`src/rtl/tnn_pkg.sv`:
```
// Shared types and helpers for the tempotron neural network blocks.
// Holds the STDP FSM/rule enums and the thermometer encoder used by the neuron column.
package tnn_pkg;

    typedef enum logic [1:0] {
        StIdle,
        StCollect,
        StUpdate,
        StDone
    } stdp_state_t;

    typedef enum logic [1:0] {
        RuleNone,
        RuleCapture,
        RuleBackoff,
        RuleSearch
    } stdp_rule_t;

    localparam int unsigned ThermMax = 32;

    // Bit k is set when k >= w; bits at or above wmax are left clear.
    function automatic logic [ThermMax-1:0] therm_encode(input int unsigned w,
                                                         input int unsigned wmax);
        logic [ThermMax-1:0] t;
        t = '0;
        for (int unsigned k = 0; k < ThermMax; k++) begin
            t[k] = (k < wmax) && (k >= w);
        end
        return t;
    endfunction

endpackage

```
`src/rtl/stdp_synapse.sv`:
```
// One synapse of the STDP stage: input edge detector, ordering flags, rule decode
// and a saturating weight counter presented thermometer-coded.
module stdp_synapse
    import tnn_pkg::*;
#(
    parameter int unsigned WMAX   = 7,
    parameter int unsigned W_INIT = 0
) (
    input  logic            clk,
    input  logic            rst,
    input  logic            clear,
    input  logic            collect,
    input  logic            apply,
    input  logic            in_spike,
    input  logic            out_seen,
    input  logic            brv_capture,
    input  logic            brv_backoff,
    input  logic            brv_search,
    output logic [WMAX-1:0] weight
);

    localparam int unsigned WW = $clog2(WMAX + 1);

    logic          in_prev_q;
    logic          in_seen_q;
    logic          in_first_q;
    logic [WW-1:0] w_q;
    logic [WW-1:0] w_d;
    logic          in_event;
    stdp_rule_t    rule;

    assign in_event = in_prev_q & ~in_spike;

    always_comb begin
        rule = RuleNone;
        if (in_seen_q && out_seen && in_first_q) begin
            rule = RuleCapture;
        end else if (out_seen) begin
            rule = RuleBackoff;
        end else if (in_seen_q) begin
            rule = RuleSearch;
        end
    end

    always_comb begin
        w_d = w_q;
        unique case (rule)
            RuleCapture: if (brv_capture && (w_q != WW'(WMAX))) w_d = w_q + 1'b1;
            RuleBackoff: if (brv_backoff && (w_q != '0))        w_d = w_q - 1'b1;
            RuleSearch:  if (brv_search  && (w_q != WW'(WMAX))) w_d = w_q + 1'b1;
            RuleNone:    w_d = w_q;
        endcase
    end

    always_ff @(posedge clk) begin
        if (rst) begin
            in_prev_q  <= 1'b1;
            in_seen_q  <= 1'b0;
            in_first_q <= 1'b0;
            w_q        <= WW'(W_INIT);
        end else begin
            in_prev_q <= in_spike;
            if (clear) begin
                in_seen_q  <= 1'b0;
                in_first_q <= 1'b0;
            end else if (collect && in_event && !in_seen_q) begin
                // An output event in this same cycle is not yet in out_seen, so it counts as first.
                in_seen_q  <= 1'b1;
                in_first_q <= ~out_seen;
            end
            if (apply) begin
                w_q <= w_d;
            end
        end
    end

    assign weight = WMAX'(therm_encode(32'(w_q), WMAX));

endmodule

```
`src/rtl/stdp_weight_update.sv`:
```
// Stochastic STDP weight update for one neuron: collects spike ordering over a gamma
// cycle, then applies Bernoulli-gated capture/backoff/search to each synapse's weight.
module stdp_weight_update
    import tnn_pkg::*;
#(
    parameter int unsigned SYNAPSES = 8,
    parameter int unsigned WMAX     = 7,
    parameter int unsigned W_INIT   = 0
) (
    input  logic                     clk,
    input  logic                     rst,
    input  logic                     gamma_start,
    input  logic                     gamma_end,
    input  logic                     learn_en,
    input  logic [SYNAPSES-1:0]      in_spike,
    input  logic                     out_spike,
    input  logic [SYNAPSES-1:0]      brv_capture,
    input  logic [SYNAPSES-1:0]      brv_backoff,
    input  logic [SYNAPSES-1:0]      brv_search,
    output logic [SYNAPSES*WMAX-1:0] weight,
    output logic                     busy,
    output logic                     update_done
);

    stdp_state_t state_q;
    logic        out_prev_q;
    logic        out_seen_q;
    logic        out_event;
    logic        clear;
    logic        collect;
    logic        apply;

    assign out_event = out_prev_q & ~out_spike;

    // Entering COLLECT, either from IDLE or as a restart; gamma_end beats a restart.
    assign clear   = gamma_start && ((state_q == StIdle) ||
                                     ((state_q == StCollect) && !gamma_end));
    assign collect = (state_q == StCollect) && !clear;
    assign apply   = (state_q == StUpdate) && learn_en;

    always_ff @(posedge clk) begin
        if (rst) begin
            state_q     <= StIdle;
            busy        <= 1'b0;
            update_done <= 1'b0;
            out_prev_q  <= 1'b1;
            out_seen_q  <= 1'b0;
        end else begin
            out_prev_q  <= out_spike;
            update_done <= 1'b0;
            if (clear) begin
                out_seen_q <= 1'b0;
            end else if (collect && out_event) begin
                out_seen_q <= 1'b1;
            end
            unique case (state_q)
                StIdle: begin
                    if (gamma_start) begin
                        state_q <= StCollect;
                        busy    <= 1'b1;
                    end
                end
                StCollect: begin
                    if (gamma_end) begin
                        state_q <= StUpdate;
                    end
                end
                StUpdate: begin
                    state_q     <= StDone;
                    busy        <= 1'b0;
                    update_done <= 1'b1;
                end
                StDone: begin
                    state_q <= StIdle;
                end
            endcase
        end
    end

    for (genvar i = 0; i < SYNAPSES; i++) begin : g_syn
        stdp_synapse #(
            .WMAX   (WMAX),
            .W_INIT (W_INIT)
        ) u_syn (
            .clk         (clk),
            .rst         (rst),
            .clear       (clear),
            .collect     (collect),
            .apply       (apply),
            .in_spike    (in_spike[i]),
            .out_seen    (out_seen_q),
            .brv_capture (brv_capture[i]),
            .brv_backoff (brv_backoff[i]),
            .brv_search  (brv_search[i]),
            .weight      (weight[i*WMAX +: WMAX])
        );
    end

endmodule

```
`config.mk`:
```
export PLATFORM = sky130hd
export DESIGN_NAME = stdp_weight_update
export DESIGN_NICKNAME = d
export VERILOG_FILES = /design/src/rtl/tnn_pkg.sv /design/src/rtl/stdp_synapse.sv /design/src/rtl/stdp_weight_update.sv
export SDC_FILE = /design/constraint.sdc
export NUM_CORES = 1
export LEC_CHECK = 0
export CAP_MARGIN = 20
export CORE_ASPECT_RATIO = 1.1
export CORE_MARGIN = 2
export CORE_UTILIZATION = 25
export DETAILED_ROUTE_END_ITERATION = 10
export DONT_BUFFER_PORTS = 1
export PLACE_DENSITY_LB_ADDON = 0.12
export SYNTH_ARGS = -nofsm -noshare
export SYNTH_HDL_FRONTEND = slang
export SYNTH_SLANG_ARGS = --single-unit
export TNS_END_PERCENT = 50
```
`constraint.sdc`:
```
create_clock -name clk -period 3.3 [get_ports clk]
set_clock_uncertainty 0.1 [all_clocks]
set_input_delay 0.33 -clock clk [delete_from_list [all_inputs] [get_ports clk]]
set_output_delay 0.33 -clock clk [all_outputs]
set_load 0.02 [all_outputs]
```
## Word-level counts from Yosys, hierarchy flattened

Cells that the tools add are included.

- Reduce and logical (&&, ||, !) cells: 101
- $add $sub $neg: 16
- Equality and inequality tests: 61
- Bitwise logic cells: 27
- $lt $le $gt $ge: 56
- Muxes and demuxes: 62

Operator list:

| cell | count |
|---|---|
| $ge 3x3->1 const A | 24 |
| $mux 3 | 24 |
| $pmux 3 s3 | 8 |
| $logic_and 1x1->1 | 61 |
| $mux 2 | 26 |
| $ge 1x3->1 const A | 16 |
| $ge 2x3->1 const A | 16 |
| $ne 2x1->1 const B | 24 |
| $reduce_and 5->1 | 8 |
| $eq 2x2->1 const B | 18 |
| $add 3x1->3 const B | 8 |
| $ne 3x3->1 const B | 8 |
| $reduce_bool 3->1 | 8 |
| $sub 3x1->3 const B | 8 |
| $eq 2x1->1 const B | 9 |
| $logic_not 2->1 | 9 |
| $not 1->1 | 18 |
| $logic_not 1->1 | 10 |
| $and 1x1->1 | 9 |
| $pmux 2 s4 | 1 |
| $ne 2x2->1 const B | 2 |
| $reduce_and 2->1 | 2 |
| $mux 1 | 2 |
| $pmux 1 s2 | 1 |
| 3 further kinds | 3 |

- Output and inout bits: 58
- Logic and storage cells: 360
- Register bits after elaboration: 54

## Depth between registers and ports, before layout

Gate-level depths: netlist of run 1.

- Depth after elaboration: 8
- Mapped depth: 7
- Depth with buffers taken out: 6

## Modules after synthesis

From an unflattened synthesis of run 1, not the netlist that was laid out.

- Cell total of the unflattened synthesis: 441
- Area total of the unflattened synthesis: 3,897.5 µm²

Modules (own cells, without submodules):

| module | cells each | area an instance (µm²) | instances |
|---|---|---|---|
| stdp_synapse | 51 | 449.2 | 8 |
| stdp_weight_update | 33 | 304.0 | 1 |

## Worst setup path before layout of run 1

No wires, ideal clock.

- Kind: flip-flop to flip-flop
- Start point: register g_syn[0].u_syn.w_q[1]
- End point: register g_syn[0].u_syn.w_q[0]
- Path slack: 1.624 ns
- Library setup time: 0.121 ns
- Cell stages (with the launch flop): 6
- Buffers on the path: 0
- Required time: 3.079 ns
- Arrival: 1.455 ns
- Cell sequence: dfxtp_1 -> ha_1 -> ha_1 -> a211o_1 -> a21oi_2 -> mux2_2

- Longest elaborated chain between the ends: 4

RTL lines:

| what | RTL line | source |
|---|---|---|
| start: declaration | stdp_synapse.sv:27 | `logic [WW-1:0] w_q;` |
| start signal: assignment | stdp_synapse.sv:60 | `w_q <= WW'(W_INIT);` |
| start signal: assignment | stdp_synapse.sv:72 | `w_q <= w_d;` |
| $ne 3x3->1 or $reduce_bool 3->1 (tied branches) | stdp_synapse.sv:48, stdp_synapse.sv:50, stdp_synapse.sv:49 |  |
| $logic_and 1x1->1, on equally long branches | stdp_synapse.sv:50, stdp_synapse.sv:48, stdp_synapse.sv:49 |  |
| $ne 2x1->1 (no line) | - |  |
| $reduce_and 5->1 (no line) * | - |  |

Every way passes the cells marked *; elsewhere a longest branch is shown, timed or not.
A chain may end at the register's enable or synchronous reset.

## Worst setup path after layout of run 1

- Start point: register out_seen_q
- End point: register g_syn[5].u_syn.w_q[0]

- Longest elaborated chain between the ends: 6

RTL lines:

| what | RTL line | source |
|---|---|---|
| start: declaration | stdp_weight_update.sv:27 | `logic out_seen_q;` |
| start signal: assignment | stdp_weight_update.sv:47 | `out_seen_q <= 1'b0;` |
| start signal: assignment | stdp_weight_update.sv:52 | `out_seen_q <= 1'b0;` |
| start signal: assignment | stdp_weight_update.sv:54 | `out_seen_q <= 1'b1;` |
| $logic_and 1x1->1 (2 in a row) | stdp_synapse.sv:36 | `if (in_seen_q && out_seen && in_first_q) begin` |
| $mux 2 * | stdp_synapse.sv:36 |  |
| $eq 2x2->1 (tied with other cells) | stdp_synapse.sv:47 | `unique case (rule)` |
| $ne 2x1->1 (no line) or $not 1->1 (tied branches) | - |  |
| $reduce_and 5->1 (no line) | - |  |
| end signal: assignment | stdp_synapse.sv:60 |  |
| end signal: assignment | stdp_synapse.sv:72 |  |
| end: declaration | stdp_synapse.sv:27 |  |

Marks and branches as above.

==> run metrics, run 1 <==
root buffer cell=clkbuf_16; Setup CP Type=register to register; worst slew pin tran=between 0.7 and 0.8 ns; clock tree buffer depth=2; RSZ-0062 raised after global routing=false; Post-Syn Nets=594; Routed WL=10600 um; Post-synth top flop=dfxtp_1; critical path endpoint category=register; clk sink count=between 50 and 60; Slew headroom=0.464; DRC viols=0; Synth cell types=38; via count=3384; CTS tree=built; # rows=47; Finish-stage setup viols=0; Avg Vias per Cell=roughly 4.9; minimum clock period=2.28 ns; Finished Core Util=0.279; leading area contributor after synthesis=dfxtp_1; Clock Latency Late Sink=0.29 ns; DR WL/cell=15.3 um; Pre-antenna DRT Iters=4; crit start category=register; Die Area=approximately 17000 um^2; dpl cells=683; run status=completed; Post-Syn Instances=506; Syn. warnings=0; Non-Filler Instances=692; Cell Area, Synth=about 3900 um^2; die width=around 120 um; first-pass GRT wire length=16800 um; Leakage=~1.6 nW; critical-path maximum fanout=20; Worst VDD drop=0.247 mV; GRT Residual Overflow=0; power per cell area=368 nW/um^2; layout cells sized above 1=0.0706; Final period util=0.689; clock-pin slew on the worst setup and hold paths=0.07 ns; Port Buffers=0; initial antenna violation count=0; Synth area leaders=dfxtp_1 (28%), ha_1 (16%), nor2_1 (7.4%); post_cts resized=0; Req. time, crit path=3.38 ns; GRT Util Overall=0.128; Final #Nets=584; Post-synth ARST share=0; EDFF count, synth=0; TritonCTS Buffers=5; Seq/Total Area, Yosys=0.276; maximum clock frequency=0.440 GHz; top-area cell type share of the netlist area=0.276; vias in the first global route=~3300; io pins=96; Mean Syn Cell Area=7.73 um^2; Hold Fails Final Rpt=0; final HPWL from detailed placement=just under 8000 um; die height=about 140 um; Final ANT Viol Nets=0; area grow syn2layout=8.42%; Diodes inserted=0; MaxCap Viol Count=0; Final GP Congestion=roughly 0.74; final setup TNS=0 ns; crit path DAT=~2.4 ns; pin count of the biggest net entering global routing=28; Yosys reg bits=54; max-slew violations=0; Hold Crit Class=input port to register; Initial Util=0.258; htree depth=2; core area=15200 um^2; DR iter-0 viols=162
[routing by layer]
layer,GRT usage,share of wire,vias to the layer above
li1,-,-,1742
met1,0.160,0.47,1560
met2,0.211,0.46,76
met3,0.0408,0.068,6
met4,0.0303,0.0066,0
met5,0,0,-
[flip-flops by register name, indices dropped and copies added (netlist names)]
register / cells
g_syn.u_syn.w_q: 24
out_seen_q: 1
state_q: 2
g_syn.u_syn.in_seen_q: 8
g_syn.u_syn.in_prev_q: 8
g_syn.u_syn.in_first_q: 8
update_done: 1
out_prev_q: 1
busy: 1
[metrics by stage]
step / hold slack, ns / power [W] / setup slack, ns / area, um^2
global route: 0.0215 / 0.00167 / 0.760 / 4240
floorplan: 0.334 / 0.000986 / 1.62 / 3910
finish: 0.0377 / 0.00156 / 1.02 / 4240
CTS: 0.0282 / 0.00160 / 0.967 / 4240
global placement: 0.305 / 0.00105 / 1.06 / 4090
detailed placement: 0.306 / 0.00106 / 0.978 / 4090
[final timing paths]
kind	startpoint	endpoint	slack [ns]	cells past startpoint
worst max-delay path	out_seen_q$_SDFFE_PP0P_	g_syn[5].u_syn.w_q[0]$_SDFFE_PP0P_	1.02	5
worst min-delay path	in_spike[0]	g_syn[0].u_syn.in_prev_q$_SDFF_PP1_	0.04	1
worst max register to register	out_seen_q$_SDFFE_PP0P_	g_syn[5].u_syn.w_q[0]$_SDFFE_PP0P_	1.02	5
worst min register to register	out_prev_q$_SDFF_PP1_	out_seen_q$_SDFFE_PP0P_	0.38	2
[power by group]
part           switching, W  internal, W  total [W]  leakage [nW]
clock network      0.000240     0.000279   0.000519        0.0640
logic              0.000198     0.000111   0.000309          1.05
registers         0.0000407     0.000692   0.000732         0.439
[layout by cell type, fill, tap and decap left out, types with 8 or more instances in the layout]
master,netlist,routed
ha_1,50,50
a221oi_1,11,11
nand2b_1,19,19
a31oi_1,10,10
nand2_1,31,31
a211o_1,8,8
nor2b_1,8,8
a21oi_1,28,28
nor3_1,14,14
nor2_1,77,77
o21ai_0,15,14
mux2_2,12,12
nand3_1,36,36
inv_1,44,44
dfxtp_1,54,54
a211oi_1,8,8
[Yosys cell counts (2+ instances only)]
master and instances:
nand2_1 31, a31oi_1 10, buf_2 4, and3_1 6, inv_1 44, a221oi_1 11
o31ai_1 6, a211oi_1 8, a211o_1 8, a221oi_2 3, ha_1 50, a32o_1 3
nor2_1 77, a21oi_1 28, o22ai_1 5, nand4_1 5, a21boi_1 2, or2_2 3
o21ai_0 15, mux2i_1 2, xor2_1 2, or3_1 6, mux2_2 12, clkbuf_1 18
dfxtp_1 54, nor3_1 14, nand3_1 36, nor2b_1 8, o21a_1 2, a21boi_2 6
and4_1 2, nand2b_1 19
[repair_timing]
item                      CTS  global route
buffers inserted            0             0
hold buffers                2             0
hold endpoints to repair    6             0
[cell families (layout without fill, tap and decap cells)]
group | Yosys count | in the layout | share of synthesized area
flip-flops | 54 | 54 | 0.276
AO/OA/AOI/OAI | 110 | 110 | 0.199
buffers and inverters | 67 | 57 | 0.0675
adder cells (fa/ha/maj) | 50 | 50 | 0.160
XOR/XNOR | 2 | 2 | 0.00448
AND/OR/NAND/NOR | 208 | 208 | 0.249
multiplexers | 15 | 15 | 0.0435
[area by class of cell]
cell class / count / area (um^2)
Timing Repair Buffer: 6 / 50.0
Inverter: 44 / 165
Fill cell: 1674 / 10900
Clock buffer: 7 / 133
Tap cell: 196 / 245
Sequential cell: 54 / 1080
Multi-Input combinational cell: 385 / 2560
[worst max-delay path, cell delays in order, from the launching register on]
cell      delay (ns)
dfxtp_1         0.69
buf_4           0.30
a21boi_1        0.37
nand3_1         0.18
a21o_1          0.24
mux2_4          0.29
Note: power is estimated with default switching activity, not from simulation.
==> run 2, diff against run 1 <==
Clock period 3.3 ns to 1.9 ns, I/O delays scaled along.
==> run 2 against run 1 <==
Die area unchanged. Total power up 85%. Wire length down 0.67%. Largest power group unchanged. Design area up 6.6%. Cell count up 3.9%. Largest cell class unchanged. Critical path type unchanged. Flip-flop and latch count unchanged.
==> run metrics, run 2 (synthesis results as in run 1) <==
CTS tree=built; Design Power=0.00288 W; root buffer cell=clkbuf_16; Routed WL=10500 um; dpl cells=699; io pins=96; crit-path leading delay family=compound AO/OA/AOI/OAI gates; Final ANT Viol Nets=0; Initial Util=0.258; Biggest register=g_syn.u_syn.w_q; MaxCap Viol Count=0; Diodes inserted=0; final HPWL from detailed placement=7910 um; first-pass GRT wire length=16500 um; Slew headroom=0.637; clock-pin slew on the worst setup and hold paths=0.08 ns; TritonCTS Buffers=5; number of flip-flops in the largest register=24; Worst path slowest cell=dfxtp_1; Port Buffers=0; vias in the first global route=3248; commonest non-fill, non-tap cell in the layout=nor2_1; Die Area=16700 um^2; Buf/Inv on CP=0; core area=15200 um^2; Non-Filler Instances=around 700; worst slew pin tran=0.545 ns; placed instance area=4230 um^2; Final #Nets=610; maximum clock frequency=roughly 0.57 GHz; Leakage=~1.7 nW; Req. time, crit path=approximately 2.0 ns; most frequent CP cell=ha_1; # rows=47; Clock Latency Late Sink=0.31 ns; DR iter-0 viols=163; critical-path maximum fanout=7; clock tree buffer depth=2; crit start category=register; htree depth=2; fillers=1674; slowest cell delay on critical path=0.38 ns; Final Cell Area=4520 um^2; WHS=~0.011 ns; Finish-stage setup viols=0; GRT Residual Overflow=0; crit path DAT=roughly 1.9 ns; most frequent cells in the layout=nor2_1 (77), dfxtp_1 (53), ha_1 (49), inv_1 (44), nand3_1 (36); critical path endpoint category=register; Final GP Congestion=0.755; die height=between 100 and 150 um; Setup CP Type=register to register; minimum clock period=1.76 ns; layout cells sized above 1=0.111; power per cell area=638 nW/um^2; GRT Util Overall=0.127; pin count of the biggest net entering global routing=24; clk sink count=54; Pre-antenna DRT Iters=4; Hold Crit Class=input port to register; Worst VDD drop=~0.35 mV; run status=completed; DRC viols=0; via count=between 3000 and 4000; Avg Vias per Cell=4.82; crit path cell chain=ha_1 > ha_1 > a211o_1 > a21oi_1 > mux2_2; DR WL/cell=between 10 and 15 um; max-slew violations=0; Final period util=0.926; area grow syn2layout=15.5%; die width=123 um; final setup TNS=0 ns; Hold Fails Final Rpt=0; initial antenna violation count=0
[run 2: cell count changes in the layout (fill, tap and decap cells not counted), moves of 2 or more]
cell and change:
buf_12 +2, clkbuf_1 -2, dlygate4sd3_1 +9, buf_4 +14
[run 2: layout make-up]
class	count	area [um^2]	share of cell area
clock inverter	3	21.3	0.00471
inverter	44	165	0.0366
tap	196	245	0.0543
multi-input combinational	385	2580	0.571
sequential	54	1080	0.240
timing repair buffer	32	298	0.0659
clock buffer	5	125	0.0277
[run 2: where the power goes]
| group | switching [W] | leakage (nW) | internal (W) |
|---|---|---|---|
| logic | 0.000385 | 1.19 | 0.000273 |
| clock network | 0.000468 | 0.0698 | 0.000490 |
| registers | 0.0000647 | 0.439 | 0.00120 |
| total | 0.000918 | 1.70 | 0.00196 |
[run 2: final timing paths]
path | startpoint | slack (ns) | endpoint | cells past startpoint
worst min-delay path | rst | 0.01 | g_syn[4].u_syn.w_q[0]$_SDFFE_PP0P_ | 2
worst min register to register | g_syn[5].u_syn.in_prev_q$_SDFF_PP1_ | 0.39 | g_syn[5].u_syn.in_seen_q$_SDFFE_PP0P_ | 2
worst max-delay path | g_syn[1].u_syn.w_q[1]$_SDFFE_PP0P_ | 0.14 | g_syn[1].u_syn.w_q[0]$_SDFFE_PP0P_ | 5
worst max register to register | g_syn[1].u_syn.w_q[1]$_SDFFE_PP0P_ | 0.14 | g_syn[1].u_syn.w_q[0]$_SDFFE_PP0P_ | 5
[run 2: worst register-to-register path: stages, from the launching register on]
cell and delay, ns:
dfxtp_1 0.38, ha_1 0.21, ha_1 0.18, a211o_1 0.29, a21oi_1 0.15, mux2_2 0.34
[run 2: routing by layer]
metal  share of wire  GRT usage  routed length [um]  vias to the layer above
met1            0.45      0.161                4680                     1578
met2            0.47      0.205                4960                       88
met5               0          0                   0                        -
met4           0.014     0.0436                 150                        0
met3           0.069     0.0366                 721                        8
li1                -          -                   -                     1791
[run 2: through the flow]
stage          setup slack (ns)   util
3_3_place_gp            -0.0158  0.279
2_1_floorplan             0.224      -
3_5_place_dp            -0.0967  0.279
4_1_cts                 0.00772  0.297
6_report                  0.140  0.298
5_1_grt               -0.000322  0.298
[run 2: repair_timing]
action	in CTS	in global routing
pin swaps	0	0
hold buffers	12	0
gates resized for setup	1	5
endpoints found under the hold margin	19	0
setup endpoints to repair	6	12
buffers inserted	0	0
==> run 3, diff against run 2 <==
Settings changed: CORE_MARGIN 2 to default, CORE_UTILIZATION 25 to 58.
==> run 3 against run 2 <==
Die area down 58%. Design area down 5.4%. Non-clock buffer count down 7. Setup slack worse by 0.031 ns. Utilization up 35 points. Total power down 7.5%. Global-route usage up 12 points. Worst hold slack worse by 0.00060 ns. Cell count down 17%. Critical path type unchanged. Combinational power down 6.1%.
==> run metrics, run 3 (synthesis results as in run 1) <==
run status=completed; Leakage=1.64 nW; htree depth=2; maximum clock frequency=0.559 GHz; RSZ-0062 raised after global routing=false; power per cell area=just over 600 nW/um^2; DR WL/cell=14.6 um; area grow syn2layout=9.28%; root buffer cell=clkbuf_8; crit path cell chain=ha_1 > ha_1 > a211o_1 > a21oi_2 > mux2_2; critical-path maximum fanout=8; number of flip-flops in the largest register=24; crit-path leading delay family=compound AO/OA/AOI/OAI gates; final HPWL from detailed placement=6330 um; Slew headroom=0.668; worst slew pin tran=0.497 ns; Final GP Congestion=0.918; clock tree buffer depth=2; Avg Vias per Cell=5.86; final setup TNS=0 ns; via count=roughly 3500; Diodes inserted=0; DRC viols=0; GRT Util Overall=0.250; Final #Nets=between 600 and 700; most frequent CP cell=ha_1; crit start category=register; Setup CP Type=register to register; first-pass GRT wire length=14200 um; Die Area=7070 um^2; Port Buffers=0; Final Cell Area=4270 um^2; Buf/Inv on CP=0; commonest non-fill, non-tap cell in the layout=nor2_1; # rows=31; Final ANT Viol Nets=0; Pre-antenna DRT Iters=4; Biggest register=g_syn.u_syn.w_q; clk sink count=54; initial antenna violation count=0; crit path DAT=around 1.9 ns; Hold Crit Class=input port to register; buffers inserted by post-CTS timing repair=0; DR iter-0 viols=166; Finished Core Util=0.652; die height=between 80 and 90 um; Finish-stage setup viols=0; Clock Latency Late Sink=0.31 ns; Worst path slowest cell=dfxtp_1; io pins=96; layout cells sized above 1=0.110; CTS tree=built; max-slew violations=0; critical path endpoint category=register; Routed WL=8740 um; clock-pin slew on the worst setup and hold paths=0.11 ns; pin count of the biggest net entering global routing=32; Initial Util=0.596; MaxCap Viol Count=0; Hold Fails Final Rpt=0; slowest cell delay on critical path=0.40 ns; most frequent cells in the layout=nor2_1 (77), dfxtp_1 (50), ha_1 (49), inv_1 (44), nand3_1 (36); Worst VDD drop=approximately 0.58 mV; die width=between 80 and 90 um; core area=approximately 6600 um^2; Final period util=0.942; TritonCTS Buffers=5; placed instance area=4040 um^2; Req. time, crit path=~2.0 ns; GRT Residual Overflow=0; vias in the first global route=3229; minimum clock period=between 1.5 and 2 ns
[run 3: cell types whose count changed in the layout (fill, tap and decap cells not counted), moves of 3 or more]
cell,before,now
buf_4,18,14
clkbuf_16,5,0
clkbuf_8,0,5
dfxtp_1,53,50
dfxtp_2,1,4
[run 3: final timing paths]
check,startpoint,to,slack (ns),cells after the start
hold / removal,rst,g_syn[3].u_syn.w_q[0]$_SDFFE_PP0P_,0.01,2
hold reg to reg,g_syn[0].u_syn.in_prev_q$_SDFF_PP1_,g_syn[0].u_syn.in_seen_q$_SDFFE_PP0P_,0.39,2
setup / recovery,g_syn[0].u_syn.w_q[1]$_SDFFE_PP0P_,g_syn[0].u_syn.w_q[0]$_SDFFE_PP0P_,0.11,5
setup reg to reg,g_syn[0].u_syn.w_q[1]$_SDFFE_PP0P_,g_syn[0].u_syn.w_q[0]$_SDFFE_PP0P_,0.11,5
[run 3: layer usage]
| metal | vias to the layer above | part of all wire | GRT usage |
|---|---|---|---|
| li1 | 1780 | - | - |
| met1 | 1612 | 0.45 | 0.307 |
| met2 | 95 | 0.48 | 0.439 |
| met3 | 17 | 0.050 | 0.0479 |
| met4 | 0 | 0.018 | 0.0828 |
| met5 | - | 0 | 0 |
[run 3: area by class of cell]
| type | count | area [um^2] |
|---|---|---|
| multi-input cells | 385 | 2580 |
| fillers | 599 | 2280 |
| flip-flops and latches | 54 | 1090 |
| repair buffers | 25 | 225 |
| inverters | 44 | 165 |
| well taps | 82 | 103 |
| clock buffers | 6 | 72.6 |
| clock inverters | 2 | 37.5 |
[run 3: power by group]
group	switching (W)	internal, W
registers	0.0000667	0.00120
logic	0.000363	0.000254
clock network	0.000384	0.000394
total	0.000814	0.00185
[run 3: timing repair]
item | in CTS | in global routing
endpoints found under the setup margin | 0 | 24
hold endpoints to repair | 18 | 0
gates resized for setup | 0 | 10
hold buffers | 10 | 0
[run 3: stage by stage]
stage | worst slack (ns) | total power (W) | cells | hold slack (ns)
2_1_floorplan | 0.224 | 0.00171 | 506 | 0.194
3_3_place_gp | 0.130 | 0.00184 | 580 | 0.160
3_5_place_dp | 0.0288 | 0.00186 | 580 | 0.162
4_1_cts | 0.00241 | 0.00265 | 598 | 0.000307
5_1_grt | 0.000845 | 0.00281 | 598 | 0.0109
6_report | 0.110 | 0.00266 | 598 | 0.0107
